## src/rtl/ln_pkg.sv

```systemverilog
// Shared layer-norm constants and the row packer control-state type.
// The LN datapath uses the same VEC_LEN and FP16_W values.
package ln_pkg;

  localparam int VEC_LEN = 64;
  localparam int FP16_W  = 16;
  localparam int LANES   = 4;
  localparam int BEATS   = VEC_LEN / LANES;

  typedef enum logic {
    FILL  = 1'b0,
    DRAIN = 1'b1
  } ln_state_e;

endpackage

```

## src/rtl/ln_row_buf.sv

```systemverilog
// One row of VEC_LEN elements, written LANES elements at a time at a beat index.
// Read side is a plain continuous view of the stored row.
module ln_row_buf #(
  parameter int VEC_LEN = 64,
  parameter int DATA_W  = 16,
  parameter int LANES   = 4
) (
  input  logic                                      clk,
  input  logic                                      we,
  input  logic [((VEC_LEN/LANES > 1) ? $clog2(VEC_LEN/LANES) : 1)-1:0] beat_idx,
  input  logic [LANES*DATA_W-1:0]                   wdata,
  output logic [VEC_LEN*DATA_W-1:0]                 row
);

  localparam int BEATS  = VEC_LEN / LANES;
  localparam int BCNT_W = (BEATS > 1) ? $clog2(BEATS) : 1;
  localparam int BEAT_W = LANES * DATA_W;

  logic [VEC_LEN*DATA_W-1:0] row_q;

  // NOTE: row storage has no reset; validity lives in the owner's full flags,
  // and the owner masks the read data while the row is not valid.
  for (genvar b = 0; b < BEATS; b++) begin : g_beat
    always_ff @(posedge clk) begin
      if (we && beat_idx == BCNT_W'(b)) begin
        row_q[b*BEAT_W +: BEAT_W] <= wdata;
      end
    end
  end

  assign row = row_q;

endmodule

```

## src/rtl/ln_row_packer.sv

```systemverilog
// Packs a LANES-wide element stream into VEC_LEN-element rows for the LN datapath,
// ping-ponging between two row buffers so one fills while the other waits on m_ready.
module ln_row_packer #(
  parameter int VEC_LEN = 64,
  parameter int DATA_W  = 16,
  parameter int LANES   = 4,
  parameter int CNT_W   = 16
) (
  input  logic                       clk,
  input  logic                       rst,
  input  logic                       s_valid,
  input  logic [LANES*DATA_W-1:0]    s_data,
  input  logic                       s_last,
  output logic                       s_ready,
  output logic                       m_valid,
  output logic [VEC_LEN*DATA_W-1:0]  m_data,
  input  logic                       m_ready,
  output logic                       err_short,
  output logic                       err_long,
  output logic [CNT_W-1:0]           row_count
);

  import ln_pkg::ln_state_e;
  import ln_pkg::FILL;
  import ln_pkg::DRAIN;

  localparam int BEATS  = VEC_LEN / LANES;
  localparam int BCNT_W = (BEATS > 1) ? $clog2(BEATS) : 1;
  localparam int ROW_W  = VEC_LEN * DATA_W;
  localparam logic [BCNT_W-1:0] LAST_BEAT = BCNT_W'(BEATS - 1);

  ln_state_e         state;
  logic [1:0]        full;
  logic              wbuf;
  logic              rbuf;
  logic [BCNT_W-1:0] beat_cnt;

  logic              accept;
  logic              fill_beat;
  logic              final_beat;
  logic              rd_done;
  logic [1:0]        full_set;
  logic [1:0]        full_clr;
  logic [ROW_W-1:0]  row0;
  logic [ROW_W-1:0]  row1;

  // Only registered state (plus reset) feeds s_ready; m_ready never reaches it.
  assign s_ready    = !rst && (state == DRAIN || !full[wbuf]);
  assign accept     = s_valid && s_ready;
  assign fill_beat  = accept && state == FILL;
  assign final_beat = fill_beat && beat_cnt == LAST_BEAT;

  assign m_valid    = full[rbuf];
  assign rd_done    = m_valid && m_ready;
  assign m_data     = m_valid ? (rbuf ? row1 : row0) : '0;

  ln_row_buf #(.VEC_LEN(VEC_LEN), .DATA_W(DATA_W), .LANES(LANES)) u_buf0 (
    .clk      (clk),
    .we       (fill_beat && !wbuf),
    .beat_idx (beat_cnt),
    .wdata    (s_data),
    .row      (row0)
  );

  ln_row_buf #(.VEC_LEN(VEC_LEN), .DATA_W(DATA_W), .LANES(LANES)) u_buf1 (
    .clk      (clk),
    .we       (fill_beat && wbuf),
    .beat_idx (beat_cnt),
    .wdata    (s_data),
    .row      (row1)
  );

  // A completing write and a read release always target different buffers,
  // because the writer only fills an empty buffer and the reader only frees a full one.
  always_comb begin
    // NOTE: every combinational output gets a default first so no latch is inferred.
    full_set = '0;
    full_clr = '0;
    if (final_beat) full_set[wbuf] = 1'b1;
    if (rd_done)    full_clr[rbuf] = 1'b1;
  end

  // NOTE: sequential state uses non-blocking assignments so all registers update together.
  always_ff @(posedge clk) begin
    if (rst) begin
      state     <= FILL;
      full      <= '0;
      wbuf      <= 1'b0;
      rbuf      <= 1'b0;
      beat_cnt  <= '0;
      row_count <= '0;
      err_short <= 1'b0;
      err_long  <= 1'b0;
    end else begin
      full      <= (full & ~full_clr) | full_set;
      err_short <= 1'b0;
      err_long  <= 1'b0;

      if (rd_done) begin
        rbuf      <= ~rbuf;
        row_count <= row_count + 1'b1;
      end

      if (accept) begin
        case (state)
          FILL: begin
            if (beat_cnt == LAST_BEAT) begin
              wbuf     <= ~wbuf;
              beat_cnt <= '0;
              if (!s_last) begin
                err_long <= 1'b1;
                state    <= DRAIN;
              end
            end else if (s_last) begin
              // Truncated row: the buffer was never marked full, so it is simply refilled.
              err_short <= 1'b1;
              beat_cnt  <= '0;
            end else begin
              beat_cnt <= beat_cnt + 1'b1;
            end
          end
          DRAIN: begin
            if (s_last) state <= FILL;
          end
          default: state <= FILL;
        endcase
      end
    end
  end

endmodule
```

## config.mk

```make
export PLATFORM = sky130hd
export DESIGN_NAME = ln_row_packer
export DESIGN_NICKNAME = d
export VERILOG_FILES = /design/src/rtl/ln_pkg.sv /design/src/rtl/ln_row_buf.sv /design/src/rtl/ln_row_packer.sv
export SDC_FILE = /design/constraint.sdc
export NUM_CORES = 2
export LEC_CHECK = 0
export BUFFER_PORTS_ARGS = -buffer_cell sky130_fd_sc_hd__buf_2
export CORE_MARGIN = 5
export CORE_UTILIZATION = 35
export CTS_BUF_LIST = sky130_fd_sc_hd__clkbuf_16
export CTS_CLUSTER_DIAMETER = 50
export DETAILED_ROUTE_END_ITERATION = 6
export GPL_ROUTABILITY_DRIVEN = 0
export PLACE_DENSITY_LB_ADDON = 0.08
export SYNTH_ARGS = -nofsm -noshare
export SYNTH_HDL_FRONTEND = slang
export SYNTH_SLANG_ARGS = --single-unit
```

## constraint.sdc

```tcl
create_clock -name clk -period 4.8 [get_ports clk]
set_clock_uncertainty 0.1 [all_clocks]
set_input_delay 0.48 -clock clk [delete_from_list [all_inputs] [get_ports clk]]
set_output_delay 0.48 -clock clk [all_outputs]
set_load 0.02 [all_outputs]
```

==> flow_summary.ini <==
[placement]
place.port_buffers = 1112
post-place-ws_ns = 1.002
dp_hpwl_um = 171100
placedCellCount = 8470

[floorplan]
floorplan.die.height_um = 482.1
number_of_top_level_design_ports = 1113
core_area_um2 = 222100
core.rowCount = 173
start_util = 0.3512
die_width_um = 482.1
fp.dieArea_um2 = 232400

[setup_path]
worstPathArrival_ns = 3.55
worstPathRequired_ns = 4.22
setup.worst_path.start_class = register
critPathKind = register to output pin
worstSetupEndpointType = output pin
worst-path-max-fanout = 78

[sta]
final-max-slew-violation-count = 0
fmax_mhz = 242.3
setup_ws_ns = 0.6721
hold_violations = 0
timing.setup.tns_ns = 0
grt_setup_unrepaired = false
worst_slew_pin_slew_ns = 1.286
worst_slew_margin_rel = 0.1430
timing.final.crit_period_ns = 4.128
final_setup_violations = 0
post-route-period-util = 0.8600
fin_hold_ws_ns = 0.1094

[layout]
utilization_after_layout = 0.4292
instances_no_fill = 8917
multi_input_area_um2 = 15160
nFillCells = 20160
layout-drive-gt1-share = 0.2646
nNetsFinal = 5811
layout_overhead_on_the_synthesized_area_pct = 22.20
regArea_um2 = 62040

[yosys]
synth_top_cell_by_area = sky130_fd_sc_hd__edfxtp_1
synth-edff-count = 2048
synth-warning-count = 0
ys_types = 34
netlist_area_um2 = 78000
ys_seq_area_frac = 0.7954
async_flop_share = 0
syn_avg_cell_area_um2 = 17.26
synthesis.instances = 4518
ys_dominant_reg_cell = sky130_fd_sc_hd__edfxtp_1
synth_area_leaders = sky130_fd_sc_hd__edfxtp_1, sky130_fd_sc_hd__mux2i_1, sky130_fd_sc_hd__nor2_1, sky130_fd_sc_hd__buf_2, sky130_fd_sc_hd__dfxtp_1
synth_top_cell_area_share = 0.7884
synth-seq-cells = 2075
syn_nets = 4592

[status]
run_status = finished clean

[routing]
finalWirelength_um = 264000
detailedRoute.firstPassIterationCount = 5
post_drt_wl_per_cell_um = 29.61
vias_per_cell = 4.894
drt-initial-drc-count = 3526
ant_nets = 0
route.detailed.drc = 0
detailroute.via_count = 43640

[global_routing]
globalRoute.totalOverflow = 0
gr-usage-all-layers = 0.2181
grt_max_degree = 144
initial_antenna_violation_count = 8
grt_pass1_vias = 43050
grt_pass1_wl_um = 352800

[power_and_ir_drop]
vdd_ir_drop_max_v = 0.0003602
leakage_nw = 32.72
p_per_area_nw_per_um2 = 392.3

[clock_tree]
worst_setup_hold_path_clk_slew_ns = 0.06
cts_tree = done
root_buffer = sky130_fd_sc_hd__clkbuf_16
clock_latency_ns = 0.87
ctsResizeCount = 0
ctsLongestPathBuffers = 3
tritoncts_num_sinks = 2075
number_of_buffers_created_by_cts = 235
ctsHtreeMaxLevel = 4

[min_path]
min_path_type = input port to register

[flow_run]
timing.max_cap.violations = 0
## through the flow
step / instance area [um^2] / power [W]
2_1_floorplan: 78000 / 0.02037
3_3_place_gp: 87840 / 0.02081
3_5_place_dp: 87840 / 0.02082
4_1_cts: 95300 / 0.03777
5_1_grt: 95310 / 0.03856
6_report: 95320 / 0.03739
## metal layers
| metal | GRT usage | up-vias | wire length, um | part of all wire |
|---|---|---|---|---|
| li1 | - | 19300 | - | - |
| met5 | 0 | - | 7 | 0.000027 |
| met3 | 0.03725 | 253 | 15470 | 0.059 |
| met1 | 0.3025 | 22600 | 116300 | 0.44 |
| met4 | 0.05761 | 2 | 6478 | 0.025 |
| met2 | 0.3575 | 1488 | 125800 | 0.48 |
## placed cells by master, fill, tap and decap left out, drive strengths merged, types with 2 or more instances in the layout
cell	netlist	routed
a21oi	13	13
and2	2	2
and3	3	3
buf	116	1213
bufinv	0	10
clkbuf	120	236
clkinv	1	111
clkinvlp	0	13
dfxtp	27	27
diode	0	5
dlygate4sd3	0	5
edfxtp	2048	2048
ha	5	5
inv	5	73
mux2i	1026	1026
nand2	20	20
nand2b	2	2
nand3	9	9
nand4	6	6
nor2	1071	1071
nor3	3	3
nor3b	3	3
nor4	3	3
o21ai	10	10
or3	6	6
xnor2	5	5
xor2	4	4
## worst paths after layout
check,depth (start not counted),startpoint,end,slack [ns]
setup reg to reg,5,state$_SDFFE_PP0N_,u_buf0.row[408]$_DFFE_PP_,1.38
setup / recovery,5,rbuf$_SDFFE_PP0N_,m_data[762],0.67
hold reg to reg,2,row_count[15]$_SDFFE_PP0N_,row_count[15]$_SDFFE_PP0N_,0.40
hold / removal,1,s_data[22],u_buf0.row[470]$_DFFE_PP_,0.11
## power by group
group	internal, W	switching, W	leakage, nW
combinational	0.0000390	0.000434	10.3
sequential	0.0199	0.00000821	18.6
clock	0.00952	0.00745	3.77
total	0.0295	0.00789	32.7
## area by class of cell
type | count | share of cell area
Clock inverter | 201 | 0.01586
Sequential cell | 2075 | 0.6509
Inverter | 6 | 0.0002625
Clock buffer | 236 | 0.06196
Multi-Input combinational cell | 2201 | 0.1590
Timing Repair Buffer | 1218 | 0.07277
Tap cell | 2975 | 0.03905
Antenna cell | 5 | 0.0001313
## state kept, by name (all words and copies together), names as in the netlist
name	cells
beat_cnt	4
err_long	1
err_short	1
full	2
rbuf	1
row_count	16
state	1
u_buf0.row	1024
u_buf1.row	1024
wbuf	1
## cells by family after synthesis
logic type,after synthesis,synth area share
AND/OR/NAND/NOR,1133,0.05582
adder cells (fa/ha/maj),5,0.0008020
AO/OA/AOI/OAI,28,0.001973
flip-flops,2075,0.7954
buffers and inverters,242,0.01338
multiplexers,1026,0.1317
XOR/XNOR,9,0.001010
## timing repair
| item | in CTS | in global routing |
|---|---|---|
| hold endpoints to repair | 23 | 0 |
| setup buffers | 0 | 0 |
| hold buffers | 5 | 0 |
## cell usage after synthesis (3+ instances only)
library cell,number
sky130_fd_sc_hd__buf_1,8
sky130_fd_sc_hd__xor2_1,4
sky130_fd_sc_hd__and3_1,3
sky130_fd_sc_hd__nor2_1,1071
sky130_fd_sc_hd__inv_1,5
sky130_fd_sc_hd__nor4_1,3
sky130_fd_sc_hd__buf_2,108
sky130_fd_sc_hd__clkbuf_1,120
sky130_fd_sc_hd__o21ai_0,10
sky130_fd_sc_hd__ha_1,5
sky130_fd_sc_hd__edfxtp_1,2048
sky130_fd_sc_hd__or3_1,6
sky130_fd_sc_hd__nand2_1,20
sky130_fd_sc_hd__mux2i_1,1026
sky130_fd_sc_hd__dfxtp_1,27
sky130_fd_sc_hd__nand3_1,9
sky130_fd_sc_hd__nand4_1,6
sky130_fd_sc_hd__xnor2_1,5
sky130_fd_sc_hd__a21oi_1,13
sky130_fd_sc_hd__nor3_1,3
sky130_fd_sc_hd__nor3b_1,3
## worst max-delay path: stages, from the launching register on
cell and delay (ns):
sky130_fd_sc_hd__dfxtp_4 0.82, sky130_fd_sc_hd__buf_12 0.51, sky130_fd_sc_hd__buf_4 0.58, sky130_fd_sc_hd__mux2i_1 0.39, sky130_fd_sc_hd__nor2_1 0.07, sky130_fd_sc_hd__buf_2 0.18
Power figures use the tool's default switching activity.
